--- config.mk ---
export PLATFORM = sky130hd
export DESIGN_NAME = ring_osc_meter
export DESIGN_NICKNAME = d
export VERILOG_FILES = /design/src/rtl/ring_osc_meter.sv
export SDC_FILE = /design/constraint.sdc
export NUM_CORES = 1
export LEC_CHECK = 0
export BUFFER_PORTS_ARGS = -buffer_cell sky130_fd_sc_hd__buf_2
export CAP_MARGIN = 20
export CORE_MARGIN = 3
export CORE_UTILIZATION = 60
export DETAILED_ROUTE_END_ITERATION = 8
export GPL_ROUTABILITY_DRIVEN = 1
export PLACE_DENSITY_LB_ADDON = 0.25
export SYNTH_ARGS = -nofsm -noshare
export SYNTH_HDL_FRONTEND = slang
export SYNTH_SLANG_ARGS = --single-unit
export TNS_END_PERCENT = 20
--- constraint.sdc ---
create_clock -name clk -period 2.9 [get_ports clk]
set_input_delay 0.29 -clock clk [delete_from_list [all_inputs] [get_ports clk]]
set_output_delay 0.29 -clock clk [all_outputs]
set_load 0.02 [all_outputs]
--- src/rtl/ring_osc_meter.sv ---
// ring_osc_meter: measurement sequencer for a ring-oscillator edge counter.
// Gates the counter enable for a fixed window, waits for the count to settle,
// reads the frozen count through a 2-flop synchronizer with a double-read
// confirmation, averages 2^LOG2_AVG windows and offers the result on a
// valid/ready port.
//
// Ports:
//   clk        system clock
//   rst_n      synchronous reset, active low
//   start      request one measurement (sampled only in IDLE)
//   cnt_in     15-bit counter value from the oscillator domain (async)
//   osc_en     counter enable, registered
//   busy       high in every state except IDLE
//   res_valid  result available
//   res_ready  consumer accepts the result
//   res_count  averaged count, floor(sum / 2^LOG2_AVG)
//   res_err    at least one window ran out of double-read retries
module ring_osc_meter #(
    parameter int unsigned GATE_CYCLES   = 1024,
    parameter int unsigned SETTLE_CYCLES = 8,
    parameter int unsigned LOG2_AVG      = 2,
    parameter int unsigned MAX_RETRY     = 3
) (
    input  logic        clk,
    input  logic        rst_n,
    input  logic        start,
    input  logic [14:0] cnt_in,
    output logic        osc_en,
    output logic        busy,
    output logic        res_valid,
    input  logic        res_ready,
    output logic [14:0] res_count,
    output logic        res_err
);

    localparam int unsigned CNT_W   = 15;
    localparam int unsigned ACC_W   = CNT_W + LOG2_AVG;
    localparam int unsigned TMR_MAX = (GATE_CYCLES > SETTLE_CYCLES + 2) ?
                                      GATE_CYCLES : SETTLE_CYCLES + 2;
    localparam int unsigned TMR_W   = $clog2(TMR_MAX + 1);
    localparam int unsigned WIN_W   = (LOG2_AVG > 0) ? LOG2_AVG : 1;
    localparam int unsigned RTY_W   = (MAX_RETRY > 0) ? $clog2(MAX_RETRY + 1) : 1;

    localparam logic [TMR_W-1:0] GATE_LAST   = TMR_W'(GATE_CYCLES - 1);
    // Settle time plus two cycles to fill the synchronizer and s_prev
    localparam logic [TMR_W-1:0] SETTLE_LAST = TMR_W'(SETTLE_CYCLES + 1);
    localparam logic [WIN_W-1:0] WIN_LAST    = WIN_W'((32'd1 << LOG2_AVG) - 32'd1);
    localparam logic [RTY_W-1:0] RTY_LAST    = RTY_W'(MAX_RETRY);

    typedef enum logic [2:0] {
        ST_IDLE,
        ST_GATE,
        ST_SETTLE,
        ST_SAMPLE,
        ST_ACCUM,
        ST_DONE
    } state_e;

    state_e             state_q,     state_d;
    logic [TMR_W-1:0]   timer_q,     timer_d;
    logic [WIN_W-1:0]   win_q,       win_d;
    logic [RTY_W-1:0]   retry_q,     retry_d;
    logic               err_q,       err_d;
    logic [ACC_W-1:0]   acc_q,       acc_d;
    logic [CNT_W-1:0]   sample_q,    sample_d;
    logic [CNT_W-1:0]   res_count_q, res_count_d;
    logic               res_err_q,   res_err_d;
    logic               osc_en_q,    osc_en_d;
    logic               busy_q,      busy_d;
    logic               res_valid_q, res_valid_d;

    logic [CNT_W-1:0]   sync1_q, sync2_q, s_prev_q;
    logic [ACC_W-1:0]   acc_sum;

    // Two-flop synchronizer on the count plus a one-cycle history for the double-read
    always_ff @(posedge clk) begin
        if (!rst_n) begin
            sync1_q  <= '0;
            sync2_q  <= '0;
            s_prev_q <= '0;
        end else begin
            sync1_q  <= cnt_in;
            sync2_q  <= sync1_q;
            s_prev_q <= sync2_q;
        end
    end

    // State and datapath registers
    always_ff @(posedge clk) begin
        if (!rst_n) begin
            state_q     <= ST_IDLE;
            timer_q     <= '0;
            win_q       <= '0;
            retry_q     <= '0;
            err_q       <= 1'b0;
            acc_q       <= '0;
            sample_q    <= '0;
            res_count_q <= '0;
            res_err_q   <= 1'b0;
            osc_en_q    <= 1'b0;
            busy_q      <= 1'b0;
            res_valid_q <= 1'b0;
        end else begin
            state_q     <= state_d;
            timer_q     <= timer_d;
            win_q       <= win_d;
            retry_q     <= retry_d;
            err_q       <= err_d;
            acc_q       <= acc_d;
            sample_q    <= sample_d;
            res_count_q <= res_count_d;
            res_err_q   <= res_err_d;
            osc_en_q    <= osc_en_d;
            busy_q      <= busy_d;
            res_valid_q <= res_valid_d;
        end
    end

    // Next-state and datapath logic
    always_comb begin
        state_d     = state_q;
        timer_d     = timer_q;
        win_d       = win_q;
        retry_d     = retry_q;
        err_d       = err_q;
        acc_d       = acc_q;
        sample_d    = sample_q;
        res_count_d = res_count_q;
        res_err_d   = res_err_q;
        acc_sum     = acc_q + ACC_W'(sample_q);

        unique case (state_q)
            ST_IDLE: begin
                if (start) begin
                    state_d = ST_GATE;
                    timer_d = '0;
                    acc_d   = '0;
                    win_d   = '0;
                    retry_d = '0;
                    err_d   = 1'b0;
                end
            end
            ST_GATE: begin
                if (timer_q == GATE_LAST) begin
                    state_d = ST_SETTLE;
                    timer_d = '0;
                end else begin
                    timer_d = timer_q + TMR_W'(1);
                end
            end
            ST_SETTLE: begin
                if (timer_q == SETTLE_LAST) begin
                    state_d = ST_SAMPLE;
                    timer_d = '0;
                end else begin
                    timer_d = timer_q + TMR_W'(1);
                end
            end
            ST_SAMPLE: begin
                if (sync2_q == s_prev_q) begin
                    sample_d = sync2_q;
                    state_d  = ST_ACCUM;
                end else if (retry_q == RTY_LAST) begin
                    // Out of retries: flag it and take the latest synchronized value
                    err_d    = 1'b1;
                    sample_d = sync2_q;
                    state_d  = ST_ACCUM;
                end else begin
                    retry_d = retry_q + RTY_W'(1);
                end
            end
            ST_ACCUM: begin
                acc_d   = acc_sum;
                retry_d = '0;
                win_d   = win_q + WIN_W'(1);
                if (win_q == WIN_LAST) begin
                    state_d     = ST_DONE;
                    res_count_d = CNT_W'(acc_sum >> LOG2_AVG);
                    res_err_d   = err_q;
                end else begin
                    state_d = ST_GATE;
                    timer_d = '0;
                end
            end
            ST_DONE: begin
                if (res_ready) begin
                    state_d = ST_IDLE;
                end
            end
            default: begin
                state_d = ST_IDLE;
            end
        endcase

        // Outputs are registered copies of the next state
        osc_en_d    = (state_d == ST_GATE);
        busy_d      = (state_d != ST_IDLE);
        res_valid_d = (state_d == ST_DONE);
    end

    assign osc_en    = osc_en_q;
    assign busy      = busy_q;
    assign res_valid = res_valid_q;
    assign res_count = res_count_q;
    assign res_err   = res_err_q;

endmodule

# Word-level counts from Yosys, hierarchy flattened

Cells that the tools add are included.

Bits in registers: 115
Output and inout port bits: 19
Logic and storage cells: 75
Bits of input ports: 19

Multiplexer cells: 26
Add/subtract/negate cells: 4
Eq/ne operators: 17
Reductions and logical operators: 13

Operators by type and width:

| cell                    | number |
|---|---|
| $mux W11                | 4 |
| $pmux W11 S4            | 1 |
| $pmux W17 S2            | 1 |
| $mux W15                | 2 |
| $mux W3                 | 7 |
| $pmux W3 S6             | 1 |
| $add A17 B15 Y17        | 1 |
| $mux W17                | 1 |
| $eq A15 B15 Y1          | 1 |
| $add A11 B1 Y11 const B | 1 |
| $eq A11 B10 Y1 const B  | 1 |
| $eq A11 B4 Y1 const B   | 1 |
| $ne A2 B2 Y1 const B    | 5 |
| $eq A3 B3 Y1 const B    | 3 |
| $reduce_and A4 Y1       | 2 |
| $eq A3 B1 Y1 const B    | 2 |
| $eq A3 B2 Y1 const B    | 2 |
| $mux W2                 | 3 |
| $pmux W2 S3             | 1 |
| $reduce_and A2 Y1       | 3 |
| $reduce_bool A2 Y1      | 3 |
| $reduce_bool A3 Y1      | 2 |
| $add A2 B1 Y2 const B   | 2 |
| $eq A2 B2 Y1 const B    | 2 |
| other kinds (6)         | 8 |

# Logic depth before layout (Yosys ltp)

Gate-level depths: netlist of the first run.

Depth after elaboration: 5
Mapped depth: 9
Depth with buffers taken out: 9

# Least setup slack after synthesis of the first run

No wires, ideal clock.

Path type: flip-flop to flip-flop
From: register acc_q[0]
To: register acc_q[14]
Stages on the path, launching flop included: 10
Clock period less this slack: 1.995 ns
Setup slack: 0.905 ns
Arrival: 1.877 ns
Data required time: 2.783 ns
Path through: dfxtp_1 ha_1 inv_1 fa_1 nor2b_1 o31a_2 o21ai_2 a211oi_1 o21ai_0 a32o_1

Cells in the longest elaborated chain, start to end: 2

Ends and longest elaborated chain:

| item                   | line | source |
|---|---|---|
| start, declared        | 64   | `logic [ACC_W-1:0] acc_q, acc_d;` |
| start signal, assigned | 96   | `acc_q <= '0;` |
| start signal, assigned | 109  | `acc_q <= acc_d;` |
| $add A17 B15 Y17       | 130  | `acc_sum = acc_q + ACC_W'(sample_q);` |
| $pmux W17 S2           | 132  | `unique case (state_q)` |

No other way between the ends.
A chain may end at the register's enable or synchronous reset.

# Final worst setup path of the first run

From: register sample_q[6]
To: register res_count_q[13] (netlist: res_count[13])

Cells in the longest elaborated chain, start to end: 1

Ends and longest elaborated chain:

| item                   | line | source |
|---|---|---|
| start, declared        | 65   | `logic [CNT_W-1:0] sample_q, sample_d;` |
| start signal, assigned | 110  | `sample_q <= sample_d;` |
| $add A17 B15 Y17       | 130  |  |
| end signal, assigned   | 111  | `res_count_q <= res_count_d;` |
| end, declared          | 66   | `logic [CNT_W-1:0] res_count_q, res_count_d;` |

No other way between the ends.

==> results of run 1 <==
==> metal layers <==
metal  track usage  vias to the layer above
met5             0                        -
met2         0.380                      106
met4        0.0863                        0
li1              -                     1976
met1         0.292                     1793
met3        0.0643                       15
==> worst register-to-register path: stages (launching register included) <==
cell and delay (ns):
dfxtp_1 0.33, ha_1 0.42, nand2_1 0.11, o21ai_0 0.23, o21bai_2 0.23, a41oi_1 0.27, or4_1 0.46, nand3_1 0.09
==> placed cells by master, fill, tap and decap left out, types with 4 or more instances in the layout <==
| cell | instances |
|---|---|
| nand2_1 | 38 |
| buf_4 | 8 |
| xnor2_1 | 22 |
| ha_1 | 19 |
| nor2_1 | 37 |
| xor2_1 | 13 |
| a22oi_1 | 7 |
| a21o_1 | 5 |
| and3_1 | 5 |
| and2_1 | 47 |
| a31oi_1 | 4 |
| dfxtp_1 | 115 |
| inv_6 | 4 |
| inv_1 | 16 |
| nand4_1 | 13 |
| or4_1 | 4 |
| a21oi_1 | 23 |
| buf_2 | 37 |
| clkbuf_16 | 16 |
| bufinv_16 | 5 |
| nor2b_1 | 9 |
| or3_1 | 4 |
| mux2i_1 | 17 |
| nand3_1 | 25 |
| dlygate4sd3_1 | 15 |
| o21ai_0 | 22 |
==> cells by family after synthesis <==
logic type	count (synthesis)	share of synthesized area
buffers and inverters	45	0.0430
AO/OA/AOI/OAI	98	0.137
AND/OR/NAND/NOR	205	0.221
adder cells (fa/ha/maj)	20	0.0509
flip-flops	115	0.454
multiplexers	17	0.0336
XOR/XNOR	35	0.0605
==> power by group through the flow <==
stage	Sequential (mW)	Clock, mW	Combinational, mW
after floorplan	1.66	0	0.0973
after global placement	1.67	0	0.128
after detailed placement	1.67	0	0.130
after CTS	1.64	2.29	0.150
after global routing	1.64	2.38	0.168
final	1.64	2.27	0.149
==> timing repair <==
action,in CTS,in global routing
hold buffers,15,0
endpoints found under the hold margin,15,0
gates resized for setup,0,0
setup buffers,0,0
setup endpoints to repair,0,0
==> cell type report <==
class | instances | area share
sequential | 115 | 0.378
clock buffer | 18 | 0.0703
timing repair buffer | 60 | 0.0649
multi-input combinational | 375 | 0.419
inverter | 16 | 0.00986
clock inverter | 14 | 0.0366
tap | 102 | 0.0210
==> worst paths after layout <==
check / cells after the start / startpoint / slack (ns) / endpoint
setup / recovery: 7 / sample_q[6]$_SDFFE_PN0P_ / 0.70 / res_count[13]$_SDFFE_PN0P_
setup reg to reg: 7 / sample_q[6]$_SDFFE_PN0P_ / 0.70 / res_count[13]$_SDFFE_PN0P_
hold reg to reg: 1 / sync1_q[9]$_SDFF_PN0_ / 0.43 / sync2_q[9]$_SDFF_PN0_
hold / removal: 2 / start / 0.04 / err_q$_SDFFE_PN0P_
==> state kept, by name, indices dropped and copies added, names as in the netlist <==
signal and count:
sync2_q 15, res_err 1, res_count 15, err_q 1, timer_q 11, s_prev_q 15
acc_q 17, busy 1, res_valid 1, retry_q 2, sync1_q 15, sample_q 15
state_q 3, win_q 2, osc_en 1
==> reports/qor.txt, run 1 <==
Outcome = finished clean
RSZ-0062 raised after global routing = false
Final hold vios = 0
Global route overflow = 0
First-pass GRT wire length = 18200 um
Initial Utilization = 0.636
Design Area, Final = 6090 um2
CP Capture Type = register
GP Congestion = 0.923
Worst EP required = 3.35 ns
Top sig layer = met4
Drt pass-1 iters = 6
#FFs+latches synth = 115
Leading area contributor after synthesis = dfxtp_1
Power density cells = 666 nW/um2
Final Core Density = 0.764
Placed cell area = 5290 um2
Clock power share = 0.560
DP Worst Slack = 0.746 ns
Port bufs = 37
Final worst path period share = 0.757
Pwr Total = 4.05 mW
Avg Cell Area, Syn = 9.47 um2
P_int = 3.20 mW
Slew margin rel. = 0.583
Post-layout minimum cycle time = 2.20 ns
Met3 Routed Length = 525 um
Largest net degree at the start of global routing = 80
GR Util All Layers = 0.232
Count leader, synth = dfxtp_1
Sw power = 0.854 mW
Worst hold-check path type = input pin to register
IO Pins = 38
DRT Wirelength = 10300 um
CTS root buffer = clkbuf_8
Area contributors post-synth = dfxtp_1 45%, and2_1 5.8%, ha_1 4.7%
TritonCTS clock tree = yes
CTS max path bufs = 2
CP top delay family = compound AO/OA/AOI/OAI gates
Met2 wire length = 5030 um
Setup TNS = 0 ns
Worst hold margin = 0.0443 ns
CTS buffer count = 17
Primary FF master, synth = dfxtp_1
H-Tree Depth = 4
Fin cells = 700
Area grow syn2layout = 20.1%
Sequential power share = 0.403
Cell Rows = 32
Final setup fails = 0
Worst setup path class = register to register
Placed wire-length estimate = 6600 um
Mapped cell area = 5070 um2
Number of global-route vias before repair = 3949
Die boundary height = 97.9 um
Register area = 2300 um2
Layout Nets = 624
Gate power share = 0.037
Critical path buffers and inverters = 0
Startpoint types = register
Setup Skew = 0.00705 ns
Wl on met1 = 4540 um
Die width = 97.9 um
Netlist cell types = 68
Critical Path AT = 2.65 ns
Max-cap violation count = 0
Leak = 2.59 nW
Synth cell count leaders = 115 x dfxtp_1, 47 x and2_1, 38 x nand2_1
Ys Warns = 0
Post-Synthesis Cells = 535
Syn Nets = 574
Highest Clock Rate = 0.455 GHz
Initial antenna violation count = 0
Core area = 7970 um2
# fillers = 542
Clock Latency Late Sink = 0.51 ns
Peak VDD IR = 0.548 mV
Top cell type's share of synthesized area = 0.454
Ys async rst share = 0
# placed instances = 653
Worst-margin pin slew = 0.625 ns
Post-synth EDFFs = 0
Share of layout cells above drive strength 1 = 0.161
Critical-path top delay cell = or4_1
Sw frac = 0.211
Vias per cell = 5.56
Final WS setup = 0.704 ns
Clk sinks = 115
Routed WL per cell = 14.7 um
Max Slew Vio Count = 0
Die area = 9590 um2
Crit-path max FO = 6
DRC viols = 0
Via Count = 3890
Critical Path, Cell by Cell = ha_1 -> nand2_1 -> o21ai_0 -> o21bai_2 -> a41oi_1 -> or4_1 -> nand3_1
Part of the Yosys area used for sequential elements = 0.454
Initial DRC Count = 139
CP peak stage delay = 0.46 ns
Clk pin slew, worst setup/hold paths = 0.06 ns
N_diodes = 0
Multi-input gate area = 2550 um2
Antenna-violating nets left = 0
Note: power is estimated with default switching activity, not from simulation.
==> run 2, diff against run 1 <==
clock period = 2.3 ns   (was 2.9 ns; I/O delays follow)
==> reports/qor.txt, run 2 (same netlist as run 1, synthesis figures left out) <==
Outcome = finished clean
Critical Path, Cell by Cell = ha_1 -> nand2_1 -> o21ai_0 -> o21bai_2 -> a41oi_1 -> or4_1 -> nand3_1
DRT Wirelength = 10700 um
CTS max path bufs = 2
Crit-path max FO = 6
Clk sinks = 115
CP Capture Type = register
Share of layout cells above drive strength 1 = 0.166
Core area = 7970 um2
Max reg flops = 17
H-Tree Depth = 4
Slew margin rel. = 0.516
Area grow syn2layout = 19.8%
Design Area, Final = 6070 um2
Layout Nets = 630
Largest net degree at the start of global routing = 51
Drt pass-1 iters = 4
Post-layout minimum cycle time = 2.20 ns
GR Util All Layers = 0.232
Highest Clock Rate = 0.454 GHz
Die boundary height = 97.9 um
Placed wire-length estimate = 7210 um
Final worst path period share = 0.957
TritonCTS clock tree = yes
Leak = 2.58 nW
Final hold vios = 0
Routed WL per cell = 15.1 um
Reg with most FFs = acc_q
Number of global-route vias before repair = 3901
Max-cap violation count = 0
Antenna-violating nets left = 0
Cell Rows = 32
Final Core Density = 0.762
Most frequent cells in the layout = 115 x dfxtp_1, 47 x and2_1, 38 x nand2_1
Initial antenna violation count = 0
GP Congestion = 0.890
Initial DRC Count = 226
CP peak stage delay = 0.45 ns
Clock Latency Late Sink = 0.51 ns
Pwr Total = 4.75 mW
Die width = 97.9 um
# placed instances = 657
N_diodes = 0
Worst hold-check path type = input pin to register
Hold Crit Depth = 2
Max Slew Vio Count = 0
First-pass GRT wire length = 18300 um
Worst setup path class = register to register
Critical Path AT = 2.66 ns
R2R depth = 7
Setup Skew = 0.0117 ns
Final setup fails = 0
Startpoint types = register
IO Pins = 38
Power density cells = 783 nW/um2
CTS root buffer = clkbuf_8
Peak VDD IR = 0.517 mV
Worst EP required = 2.76 ns
Fin cells = 705
Global route overflow = 0
Port bufs = 37
Critical-path top delay cell = or4_1
Worst hold margin = 0.129 ns
Commonest non-fill, non-tap cell in the layout = dfxtp_1
Via Count = 3938
Initial Utilization = 0.636
RSZ-0062 raised after global routing = true
Clk pin slew, worst setup/hold paths = 0.06 ns
Die area = 9590 um2
Placed cell area = 5320 um2
Vias per cell = 5.59
DRC viols = 0
CTS buffer count = 17
Worst-margin pin slew = 0.723 ns
==> run 2: cell count changes in the layout (fill, tap and decap cells not counted), sizes merged <==
cell	previous run	this run
clkbuf	18	20
bufinv	5	2
clkinvlp	2	3
inv	20	19
buf	45	50
dlygate4sd3	15	16
==> run 2: repair_timing <==
| item | in CTS | in global routing |
|---|---|---|
| hold buffers | 16 | 0 |
| endpoints found under the setup margin | 0 | 12 |
| buffers inserted | 0 | 1 |
| resized for setup | 0 | 2 |
| endpoints found under the hold margin | 16 | 0 |
==> run 2: worst paths after layout <==
kind / start / endpoint / slack (ns)
worst max register to register: sample_q[6]$_SDFFE_PN0P_ / res_count[13]$_SDFFE_PN0P_ / 0.1
worst max-delay path: sample_q[6]$_SDFFE_PN0P_ / res_count[13]$_SDFFE_PN0P_ / 0.1
worst min-delay path: rst_n / acc_q[4]$_SDFFE_PN0P_ / 0.13
worst min register to register: sync1_q[6]$_SDFF_PN0_ / sync2_q[6]$_SDFF_PN0_ / 0.43
==> run 2: critical path, delay by kind of cell, from the launching register on <==
| family | cells | cell delay [ns] |
|---|---|---|
| AOI/OAI and AO/OA | 3 | 0.71 |
| adders and majority gates | 1 | 0.44 |
| DFF | 1 | 0.33 |
| and+or+nand+nor | 3 | 0.67 |
==> run 2: metrics by stage <==
stage | TNS, ns | worst slack, ns
detailed placement | 0 | 0.122
global placement | 0 | 0.188
finish | 0 | 0.0981
floorplan | 0 | 0.305
CTS | 0 | 0.0682
global route | -0.0231 | -0.0231
==> run 2: metal layers <==
metal	wire length, um	global-route usage	vias up
met5	0	0	-
met4	241	0.102	0
met3	472	0.0629	20
met2	5290	0.385	104
met1	4680	0.284	1831
li1	-	-	1983
==> run 2: layout make-up <==
class	instances	area [um2]
Multi-Input combinational cell	375	2560
Timing Repair Buffer	66	443
Inverter	16	60.1
Clock buffer	20	445
Fill cell	547	1900
Clock inverter	11	128
Sequential cell	115	2300
Tap cell	102	128
==> run 2: power by group <==
part           switching (mW)  leakage [nW]  internal (mW)
combinational          0.0975          1.37         0.0937
sequential             0.0290         0.935           2.03
clock                   0.899         0.274           1.60
total                    1.03          2.58           3.72
